$ cat src/rtl/speed_tick_gen.sv
// Multi-channel speed-controlled tick generator.
// Each channel produces a 50 % duty divided clock with half-period BASE_DIV >> speed
// and a one-cycle tick on every divided-clock rising edge. Speed and mode are only
// re-sampled at full-period boundaries, so div_clk_o never glitches. A global sync
// realigns all channels.
module speed_tick_gen #(
  parameter int unsigned CH       = 4,
  parameter int unsigned SPEED_W  = 4,
  parameter int unsigned CNT_W    = 20,
  parameter int unsigned BASE_DIV = 1000000
) (
  input  logic                  clk,
  input  logic                  rst_n,
  input  logic [CH*SPEED_W-1:0] speed_i,
  input  logic [CH-1:0]         mode_i,
  input  logic [CH-1:0]         step_i,
  input  logic                  sync_i,
  output logic [CH-1:0]         div_clk_o,
  output logic [CH-1:0]         tick_o,
  output logic [CH-1:0]         running_o
);

  typedef enum logic [1:0] {StIdle, StHigh, StLow} state_e;

  for (genvar i = 0; i < CH; i++) begin : g_ch
    state_e             state_q, state_d;
    logic [CNT_W-1:0]   cnt_q, cnt_d;
    logic [SPEED_W-1:0] act_spd_q, act_spd_d;
    logic               div_q, div_d;
    logic               tick_q, tick_d;
    logic               run_q, run_d;
    logic [SPEED_W-1:0] spd_in;
    logic [CNT_W-1:0]   half;
    logic               at_end;
    logic               restart;

    assign spd_in = speed_i[i*SPEED_W +: SPEED_W];

    // Half-period for the active speed; a shift down to zero clamps to one cycle.
    always_comb begin
      half = CNT_W'(BASE_DIV >> act_spd_q);
      if (half == '0) begin
        half = CNT_W'(1);
      end
    end

    assign at_end = (cnt_q == half - CNT_W'(1));

    // Next-state: sync first, then idle start / half-period / full-period boundary.
    always_comb begin
      state_d   = state_q;
      cnt_d     = cnt_q;
      act_spd_d = act_spd_q;
      div_d     = div_q;
      tick_d    = 1'b0;
      run_d     = run_q;
      restart   = 1'b0;

      if (sync_i) begin
        if (!mode_i[i] && (spd_in != '0)) begin
          restart = 1'b1;
        end else begin
          state_d = StIdle;
          cnt_d   = '0;
          div_d   = 1'b0;
          run_d   = 1'b0;
        end
      end else begin
        case (state_q)
          StIdle: begin
            // Free-run starts on any nonzero speed; single-step needs a step pulse too.
            if ((spd_in != '0) && (!mode_i[i] || step_i[i])) begin
              restart = 1'b1;
            end
          end
          StHigh: begin
            if (at_end) begin
              cnt_d   = '0;
              div_d   = 1'b0;
              state_d = StLow;
            end else begin
              cnt_d = cnt_q + CNT_W'(1);
            end
          end
          StLow: begin
            if (at_end) begin
              // Full-period boundary: the only point where speed and mode are honoured.
              if (!mode_i[i] && (spd_in != '0)) begin
                restart = 1'b1;
              end else begin
                state_d = StIdle;
                cnt_d   = '0;
                run_d   = 1'b0;
              end
            end else begin
              cnt_d = cnt_q + CNT_W'(1);
            end
          end
          default: begin
            state_d = StIdle;
            cnt_d   = '0;
            div_d   = 1'b0;
            run_d   = 1'b0;
          end
        endcase
      end

      if (restart) begin
        state_d   = StHigh;
        cnt_d     = '0;
        act_spd_d = spd_in;
        div_d     = 1'b1;
        tick_d    = 1'b1;
        run_d     = 1'b1;
      end
    end

    // Channel state register with asynchronous clear.
    always_ff @(posedge clk or negedge rst_n) begin
      if (!rst_n) begin
        state_q   <= StIdle;
        cnt_q     <= '0;
        act_spd_q <= '0;
        div_q     <= 1'b0;
        tick_q    <= 1'b0;
        run_q     <= 1'b0;
      end else begin
        state_q   <= state_d;
        cnt_q     <= cnt_d;
        act_spd_q <= act_spd_d;
        div_q     <= div_d;
        tick_q    <= tick_d;
        run_q     <= run_d;
      end
    end

    assign div_clk_o[i] = div_q;
    assign tick_o[i]    = tick_q;
    assign running_o[i] = run_q;
  end

endmodule

$ cat config.mk
export PLATFORM = sky130hd
export DESIGN_NAME = speed_tick_gen
export DESIGN_NICKNAME = d
export VERILOG_FILES = /design/src/rtl/speed_tick_gen.sv
export SDC_FILE = /design/constraint.sdc
export NUM_CORES = 1
export LEC_CHECK = 0
export ABC_AREA = 1
export CORE_MARGIN = 4
export CORE_UTILIZATION = 30
export DETAILED_ROUTE_END_ITERATION = 6
export PLACE_DENSITY = 0.47
export SLEW_MARGIN = 20
export SYNTH_ARGS = -nofsm -noshare
export SYNTH_HDL_FRONTEND = slang
export SYNTH_SLANG_ARGS = --single-unit
$ cat constraint.sdc
create_clock -name clk -period 3.56 [get_ports clk]
set_input_delay 0.712 -clock clk [delete_from_list [all_inputs] [get_ports clk]]
set_output_delay 0.712 -clock clk [all_outputs]
set_load 0.05 [all_outputs]
* After elaboration in Yosys (flattened, before gate mapping)
Cells that the tools add are included.
Cells by class: add/sub/neg operators 8, eq/ne operators 36, shift-type cells 4, multiplexer cells 116, reductions and logical operators 48
Operator list (number):
- two-way mux 20 bit | 24
- case mux 20 bit (3 select lines) | 4
- adder 20 x 1 -> 20 bit, second input constant | 4
- equality test 20 bit | 4
- logical NOT 20 bit | 4
- right shift 20 x 4 -> 20 bit, first input constant | 4
- subtractor 20 x 1 -> 20 bit, second input constant | 4
- two-way mux 1 bit | 52
- two-way mux 2 bit | 20
- inequality test 4 bit, second input constant | 8
- inequality test 3 x 1 -> 1 bit, second input constant | 8
- inequality test 3 bit, second input constant | 8
- case mux 1 bit (2 select lines) | 12
- case mux 2 bit (3 select lines) | 4
- AND reduction 3 bit | 8
- nonzero test 4 bit | 4
- OR reduction 2 bit | 8
- equality test 2 x 1 -> 1 bit, second input constant | 4
- equality test 2 bit, second input constant | 4
- logical AND 1 bit | 8
- logical NOT 2 bit | 4
- AND reduction 2 bit | 4
- logical NOT 1 bit | 4
- logical OR 1 bit | 4
Word-level totals: register bits after elaboration 116, output and inout bits 12, word-level logic and storage cells 236

* Depth between registers and ports, before layout
Gate-level depths: netlist of the first run.
depth after elaboration 10, mapped depth 29, mapped depth without buffers 28

* Worst setup path before layout of the first run
No wires, ideal clock.
path type reg2reg, start point reg g_ch[0].act_spd_q[1], end point reg g_ch[0].cnt_q[0], data arrival time 2.913 ns, required time 3.443 ns, setup slack 0.530 ns, cell stages (with the launch flop) 27, buffers on the path 1, period minus slack after synthesis 3.030 ns, path through dfrtp_1 inv_1 ha_1 inv_1 nand2_2 o21ai_1 nor2_2 inv_2 ha_1 inv_1 nor2_2 nand3_1 inv_2 nand2_2 o21ai_1 nand2_1 nand2_1 nand2_1 nor2_2 nand3_2 nor2_4 nand2_4 nand2_4 nor2_4 buf_2 nand2_1 nand2_1
On the way: cells in the longest elaborated chain, start to end 9, elaborated cells between the ends (all ways) 14, classes of those cells 1 x add/sub; 2 x eq/ne; 1 x shift; 9 x mux; 1 x reduce/logical
Ends and longest elaborated chain:
- from (decl) | RTL line 28 | logic [SPEED_W-1:0] act_spd_q, act_spd_d;
- from (signal assigned) | RTL line 130 | act_spd_q <= act_spd_d;
- right shift 20 x 4 -> 20 bit * | RTL line 41 | half = CNT_W'(BASE_DIV >> act_spd_q);
- logical NOT 20 bit | RTL line 42 | if (half == '0) begin
- two-way mux 20 bit * | RTL line 42
- subtractor 20 x 1 -> 20 bit * | RTL line 47 | assign at_end = (cnt_q == half - CNT_W'(1));
- equality test 20 bit * | RTL line 47
- two-way mux 1 bit (tied with other cells) | RTL line 86 | if (at_end) begin
- case mux 1 bit (2 select lines) / case mux 20 bit (3 select lines) (equally long branches) | RTL line 69 | case (state_q)
- two-way mux 1 bit / two-way mux 20 bit (equally long branches) | RTL line 59 | if (sync_i) begin
- inequality test 3 bit (no line) / two-way mux 20 bit (equally long branches)
- to (signal assigned) | RTL line 129 | cnt_q <= cnt_d;
- to (decl) | RTL line 27 | logic [CNT_W-1:0] cnt_q, cnt_d;
Every way passes the cells marked *; elsewhere a longest branch is shown, timed or not. A chain may end at the register's enable or synchronous reset.

* Worst setup path in the final report of the first run
start point reg g_ch[0].act_spd_q[0], end point reg g_ch[0].cnt_q[13]
Same word-level chain as after synthesis.

==> summary.txt, run 1 <==
Final layout
  – ANT cells: 0
  – Layout Cells excl Fill: ~3000
  – Most frequent cells in the layout: nand2_1 (909), nand3_1 (253), inv_1 (252)
  – Count of filler cells inserted in the layout: 5162
  – Final core occ: 0.343
  – Share of cells above drive strength 1: 0.0990
  – Commonest non-fill, non-tap cell in the layout: nand2_1
  – NumNets Final: ~2600
  – Synthesis-to-layout area growth: 13.0%

Floorplanning
  – Initial Util: 0.304
  – Die X-Extent: roughly 220 µm
  – Core Region: around 0.046 mm²
  – IO Pins: 39
  – Die ar.: 0.0505 mm²
  – Die Height: around 220 µm
  – Row count: 79

Status
  – Status: complete, but fails checks
  – Violated checks: design-rule violations

Power and ir drop
  – Power per cell area: 546 mW/mm²
  – Total leakage power: 7.97 nW
  – Maximum VDD drop: about 0.00041 V

STA
  – Worst slew pin tran: 0.927 ns
  – Minimum clock period after layout: about 3.3 ns
  – Final hold violations: 0
  – Setup violators final: 0
  – Slew HR: 0.379
  – Slew Viols, Final: 0
  – Final Cycle Share: 0.927
  – Worst Slack Setup Final: around 0.26 ns
  – Peak Freq: slightly above 300 MHz
  – Clock Skews: roughly 0.011 ns
  – Hold slack: around 0.24 ns

Place
  – Dpl cells: 3051
  – I/O Buffers: 38
  – DP HPWL: ~35000 µm
  – GP Congestion: roughly 0.89
  – Place WS: 0.0257 ns

Yosys
  – Synth Net Count: approximately 2500
  – Synth Register Bits: 116
  – Synth top area share: 0.242
  – Sequential share of the synthesized area: 0.206
  – Mean Syn Cell Area: between 5 and 6 µm²
  – Largest cells by area after synthesis: nand2_1 (24%), dfrtp_1 (21%), nand3_1 (9.2%)
  – Leading area contributor after synthesis: nand2_1
  – Distinct cells, synth: 49
  – Post-Synthesis Cell Area: 0.0141 mm²
  – Yosys warning count: 0
  – Syn Inst Count: between 2000 and 2500

Routing
  – Met2 wire len: ~20000 µm
  – Routed vias/inst: between 4 and 5
  – DR WL/cell: around 14 µm
  – DRT met1 WL: 21900 µm
  – Highest routing layer actually used: met4
  – Remaining antenna violation count: 0
  – Met3 WL: 1430 µm
  – DRT iter0 DRCs: around 950
  – First-pass DRT Iterations: 7
  – DRT Wirelength: 44400 µm
  – Drt drc: 1
  – Via count: ~15000

Critical path
  – Setup Crit Path Kind: reg2reg
  – Worst-path fanout max: 14
  – Critical path required time: just under 4 ns
  – Worst EP arrival: approximately 3.6 ns
  – Critical Path Start Type: flip-flop
  – Worst setup EP type: flip-flop

Clock tree
  – CTS tree: done
  – CTS Sinks: between 100 and 150
  – Cts bufs inserted: 17
  – Max clock buf depth: 2
  – Reg clk slew, reported paths: about 0.060 ns
  – H-Tree Level Count: 4
  – CTS Hold Bufs: 0
  – Clk Latency, worst-skew pair: 0.46 ns
  – Root Buffer: clkbuf_16

Global route
  – Pin count of the biggest net entering global routing: 70
  – Gr usage total: 0.176
  – Initial antenna violation count: 0
  – Vias in the first global route: around 14000
  – Total gr overflow: 0
  – First-pass GRT wire length: approximately 73000 µm

Job
  – Max-Cap Viols: 0

Min path
  – Min-Delay Path Class: in2async
[synth_stat cells (all sizes together)]
library cell,count
clkbuf,27
o22ai,1
nor2,272
ha,52
o21ai,106
inv,284
nor3b,3
o21a,1
dfrtp,116
o211ai,14
nand2,936
a31oi,7
nand3b,29
buf,63
a2bb2oi,1
and3,1
nor4,20
or2,12
xor2,85
nor3,29
nand3,269
a211oi,1
xnor2,9
a21oi,21
and2,6
nand4,64
o21bai,2
clkinv,7
[path summary, 6_finish.rpt]
path,start,to,slack [ns],cells after the start
min in group clk,g_ch[1].div_q,g_ch[1].div_q,0.48,2
min reg2reg,g_ch[1].div_q,g_ch[1].div_q,0.48,2
max reg2reg,g_ch[0].act_spd_q[0],g_ch[0].cnt_q[13],0.26,23
min,rst_n,g_ch[2].div_q,0.24,1
max,g_ch[0].act_spd_q[0],g_ch[0].cnt_q[13],0.26,23
max in group asynchronous,rst_n,g_ch[0].act_spd_q[0],2.53,2
[cell families after synthesis]
| group | count (synthesis) | synth area share |
|---|---|---|
| AND/OR/NAND/NOR | 1641 | 0.513 |
| adder cells (fa/ha/maj) | 52 | 0.0461 |
| flip-flops | 116 | 0.206 |
| buffers and inverters | 381 | 0.115 |
| AO/OA/AOI/OAI | 154 | 0.0611 |
| XOR/XNOR | 94 | 0.0584 |
[metal layers]
| layer | GRT usage | up-vias |
|---|---|---|
| met5 | 0 | - |
| met4 | 0.0536 | 0 |
| met3 | 0.0270 | 49 |
| met2 | 0.285 | 262 |
| met1 | 0.244 | 6922 |
| li1 | - | 7764 |
[state kept, by name, indices dropped and copies added, names as in the netlist]
signal          flops
g_ch.cnt_q         80
g_ch.act_spd_q     16
g_ch.state_q        8
g_ch.div_q          4
g_ch.run_q          4
g_ch.tick_q         4
[critical path, stage by stage, from the launching register on]
cell and delay (ns):
dfrtp_2 0.45, inv_4 0.10, ha_2 0.19, nand2_1 0.07, nand2_1 0.09, nand2_1 0.07
o21ai_2 0.13, inv_1 0.07, ha_1 0.34, xnor2_1 0.14, nor2_1 0.12, and3_1 0.19
nand3_2 0.12, nor2_4 0.11, nand3_2 0.09, nor2_4 0.12, buf_4 0.13, nand2_4 0.06
nand2_4 0.09, nor2_4 0.05, buf_12 0.15, buf_4 0.13, nand3_1 0.06, o21ai_0 0.09
[area by class of cell]
cell class	instances	area [µm²]	area share
Tap cell	607	759	0.0477
Clock buffer	20	447	0.0280
Sequential cell	116	2910	0.182
Timing Repair Buffer	104	922	0.0579
Clock inverter	12	133	0.00832
Multi-Input combinational cell	1941	9660	0.606
Inverter	291	1110	0.0696
[through the flow]
stage	power (W)	setup TNS (ns)	instance area (µm²)
after floorplan	0.00559	0	14100
after global placement	0.00685	0	15200
after detailed placement	0.00687	0	15200
after CTS	0.00866	0	15800
after global routing	0.00955	-0.0151	15900
final	0.00870	0	15900
[repair_timing]
| item | CTS | global route |
|---|---|---|
| buffers inserted | 0 | 8 |
| resized for setup | 0 | 39 |
| endpoints found under the hold margin | 0 | 0 |
| setup endpoints to repair | 0 | 97 |
[report_power, final]
part / leakage [nW] / internal (W) / total [W] / switching (W)
logic: 6.19 / 0.00165 / 0.00509 / 0.00344
registers: 1.51 / 0.00153 / 0.00187 / 0.000338
clock network: 0.276 / 0.00104 / 0.00173 / 0.000688
total: 7.97 / 0.00423 / 0.00870 / 0.00447
Note: power is estimated with default switching activity, not from simulation.
==> run 2: changes to the inputs <==
Settings changed: REMOVE_ABC_BUFFERS set to 1, SLEW_MARGIN 20 to unset.
==> run 2 against run 1 <==
The flow now finishes without violations. Combinational power hardly changed. Final cell count unchanged. Register-to-register slack improved by 0.03 ns. Core utilization rose by 0.27 points. Flip-flop and latch count unchanged. Via count up 0.35%. Clock skew up 0.0031 ns. Sequential share of layout area is 0.12 points lower. Critical endpoint is now g_ch[1].cnt_q[6].
==> summary.txt, run 2 (synthesis results as in run 1) <==
STA
  – Clock Skews: 0.0144 ns (+0.00306 ns)
  – Final setup TNS: 0 ns (unchanged)
  – Slew HR: 0.472 (+0.0924)
  – Worst slew pin tran: 0.790 ns (-0.137 ns)
  – Setup violators final: 0 (unchanged)
  – Final hold violations: 0 (unchanged)
  – Minimum clock period after layout: 3.27 ns (-0.0263 ns)
  – Peak Freq: 305 MHz (+0.80%)
  – Slew Viols, Final: 0 (unchanged)
  – Hold slack: 0.231 ns (-0.00583 ns)
  – Final Cycle Share: 0.920 (-0.00739)

Global route
  – Total gr overflow: 0 (unchanged)
  – Gr busiest metal: met2
  – Initial antenna violation count: 0 (unchanged)
  – Vias in the first global route: 14204 (-0.84%)
  – Met1 usage: 0.256 (+0.0122)
  – Pin count of the biggest net entering global routing: 61 (-13%)
  – Gr usage total: 0.180 (+0.00395)
  – First-pass GRT wire length: 74900 µm (+1.9%)
  – GRT met3 Usage: 0.0275 (+0.000522)
  – Met2 Usage GRT: 0.290 (+0.00526)

Final layout
  – NumNets Final: 2550 (unchanged)
  – Share of cells above drive strength 1: 0.103 (+0.00403)
  – Most frequent cells in the layout: nand2_1 (906), nand3_1 (254), inv_1 (250)
  – Largest Register: g_ch.cnt_q
  – Count of filler cells inserted in the layout: 5155 (-0.14%)
  – FF+latch area: 0.00291 mm² (+0.13%)
  – Commonest non-fill, non-tap cell in the layout: nand2_1
  – Synthesis-to-layout area growth: 13.9%
  – ANT cells: 0 (unchanged)
  – Multi-input logic area: 0.00970 mm² (+0.41%)
  – Max reg flops: 80 (unchanged)
  – Top flop regs: g_ch.cnt_q: 80 flops, g_ch.act_spd_q: 16 flops, g_ch.state_q: 8 flops

Clock tree
  – CTS Sinks: 116 (unchanged)
  – Clk Latency, worst-skew pair: 0.46 ns (about the same)
  – Max clock buf depth: 2 (unchanged)
  – Cts bufs inserted: 17 (unchanged)
  – CTS tree: done
  – Root Buffer: clkbuf_16
  – H-Tree Level Count: 4 (unchanged)
  – Reg clk slew, reported paths: 0.07 ns (about the same)

Routing
  – DRT Wirelength: 45400 µm (+2.3%)
  – DRT iter0 DRCs: 870 (-8.1%)
  – Via count: 15049 (+0.35%)
  – Remaining antenna violation count: 0 (unchanged)
  – DR WL/cell: 14.7 µm (+2.3%)
  – Drt drc: 0 (-1)
  – First-pass DRT Iterations: 6 (-1)
  – Routed vias/inst: 4.87 (+0.35%)

Place
  – GP Congestion: 0.916 (+3.0%)
  – DP HPWL: 34800 µm (+0.36%)
  – I/O Buffers: 38 (unchanged)

Power and ir drop
  – Maximum VDD drop: 0.000367 V (-11%)
  – Total leakage power: 7.98 nW (+0.15%)
  – Power per cell area: 550 mW/mm² (+0.84%)

Critical path
  – Reg2Reg Depth: 23 (unchanged)
  – Worst setup EP type: flip-flop
  – Worst EP arrival: 3.62 ns (about the same)
  – Family with the most delay on the worst path: simple AND/OR/NAND/NOR gates
  – Critical Path Start Type: flip-flop
  – CP cell instances: inv_4, ha_2, nand2_1, nand2_2, a21oi_2, ha_1, xor2_1, nand3_1, nor2_1, nand2_1, inv_1, nand2_1, nor2_1, nand2_1, nor2_1, nand3_1, nor2_1, nand3_2, nand2_2, nor2_1, buf_4, nand2_1, nand2_1
  – RR Endpoint: g_ch[1].cnt_q[6]
  – Worst-path fanout max: 20 (+6)
  – Largest stage delay on the critical path: 0.47 ns (+0.02 ns)
  – Top cell by count, worst path: nand2_1
  – Critical path required time: 3.91 ns (+0.02 ns)
  – Buf/Inv on CP: 3 (-2)
  – Reg-to-reg startpoint: g_ch[1].act_spd_q[1]
  – R2R setup slack: 0.29 ns (+0.03 ns)
  – Critical path's slowest cell: dfrtp_2
  – Setup Crit Path Kind: reg2reg

Floorplanning
  – Die ar.: 0.0505 mm² (unchanged)
  – IO Pins: 39 (unchanged)
  – Initial Util: 0.304 (unchanged)
  – Die X-Extent: 225 µm (unchanged)
  – Row count: 79 (unchanged)
  – Die Height: 225 µm (unchanged)
  – Core Region: 0.0465 mm² (unchanged)

Min path
  – Min-Delay Path Class: in2async

Status
  – Status: finished clean

Job
  – Max-Cap Viols: 0 (unchanged)
## run 2: cell types whose count changed in the layout (fill, tap and decap cells not counted), sizes merged
cell      previous run  this run
bufinv               2         4
clkinvlp             3         7
clkbuf              20        18
inv                284       285
nand2              936       937
clkinv              14        11
buf                 68        65
## run 2: cell type report
cell class,count,area share
Clock buffer,17,0.0265
Clock inverter,15,0.0129
Inverter,291,0.0699
Multi-Input combinational cell,1942,0.604
Sequential cell,116,0.181
Tap cell,607,0.0473
Timing Repair Buffer,102,0.0579
Timing Repair inverter,1,0.000467
## run 2: how the worst max path moves through the flow
| stage | slack [ns] | depth (start not counted) | endpoint | startpoint |
|---|---|---|---|---|
| final | 0.29 | 23 | g_ch[1].cnt_q[6] | g_ch[1].act_spd_q[1] |
| after global routing | -0.02 | 26 | g_ch[0].act_spd_q[3] | g_ch[0].act_spd_q[0] |
| after CTS | 0.0004 | 25 | g_ch[3].cnt_q[8] | g_ch[3].act_spd_q[1] |
| after detailed placement | -0.04 | 24 | g_ch[1].cnt_q[12] | g_ch[1].act_spd_q[1] |
| after global placement | -0.07 | 24 | g_ch[1].cnt_q[16] | g_ch[1].act_spd_q[1] |
| after floorplan | 0.23 | 23 | g_ch[1].cnt_q[0] | g_ch[1].act_spd_q[1] |
## run 2: metrics by stage
stage,instance area (µm²),total power (W),setup slack [ns],util,cells
final,16100,0.00884,0.286,0.346,3091
after floorplan,13600,0.00542,0.232,-,2348
after detailed placement,15200,0.00681,-0.0367,0.326,3047
after global placement,15200,0.00680,-0.0744,0.326,3047
after CTS,15800,0.00879,0.000381,0.340,3079
after global routing,16100,0.00970,-0.0183,0.346,3091
## run 2: what timing repair did
| item | in CTS | in global routing |
|---|---|---|
| setup buffers | 0 | 9 |
| setup endpoints to repair | 23 | 110 |
| cloned | 0 | 3 |
| resized for setup | 1 | 60 |
| pin swaps | 0 | 5 |
| hold buffers | 0 | 0 |
## run 2: per-layer routing
layer,routed length [µm],share of wire
met5,0,0
met4,527,0.012
met3,1700,0.037
met2,20700,0.46
met1,22500,0.49
## run 2: report_power, final
part	leakage, nW	total (W)	switching (W)	internal [W]
sequential	1.51	0.00188	0.000341	0.00154
combinational	6.18	0.00506	0.00343	0.00163
clock	0.292	0.00190	0.000730	0.00117
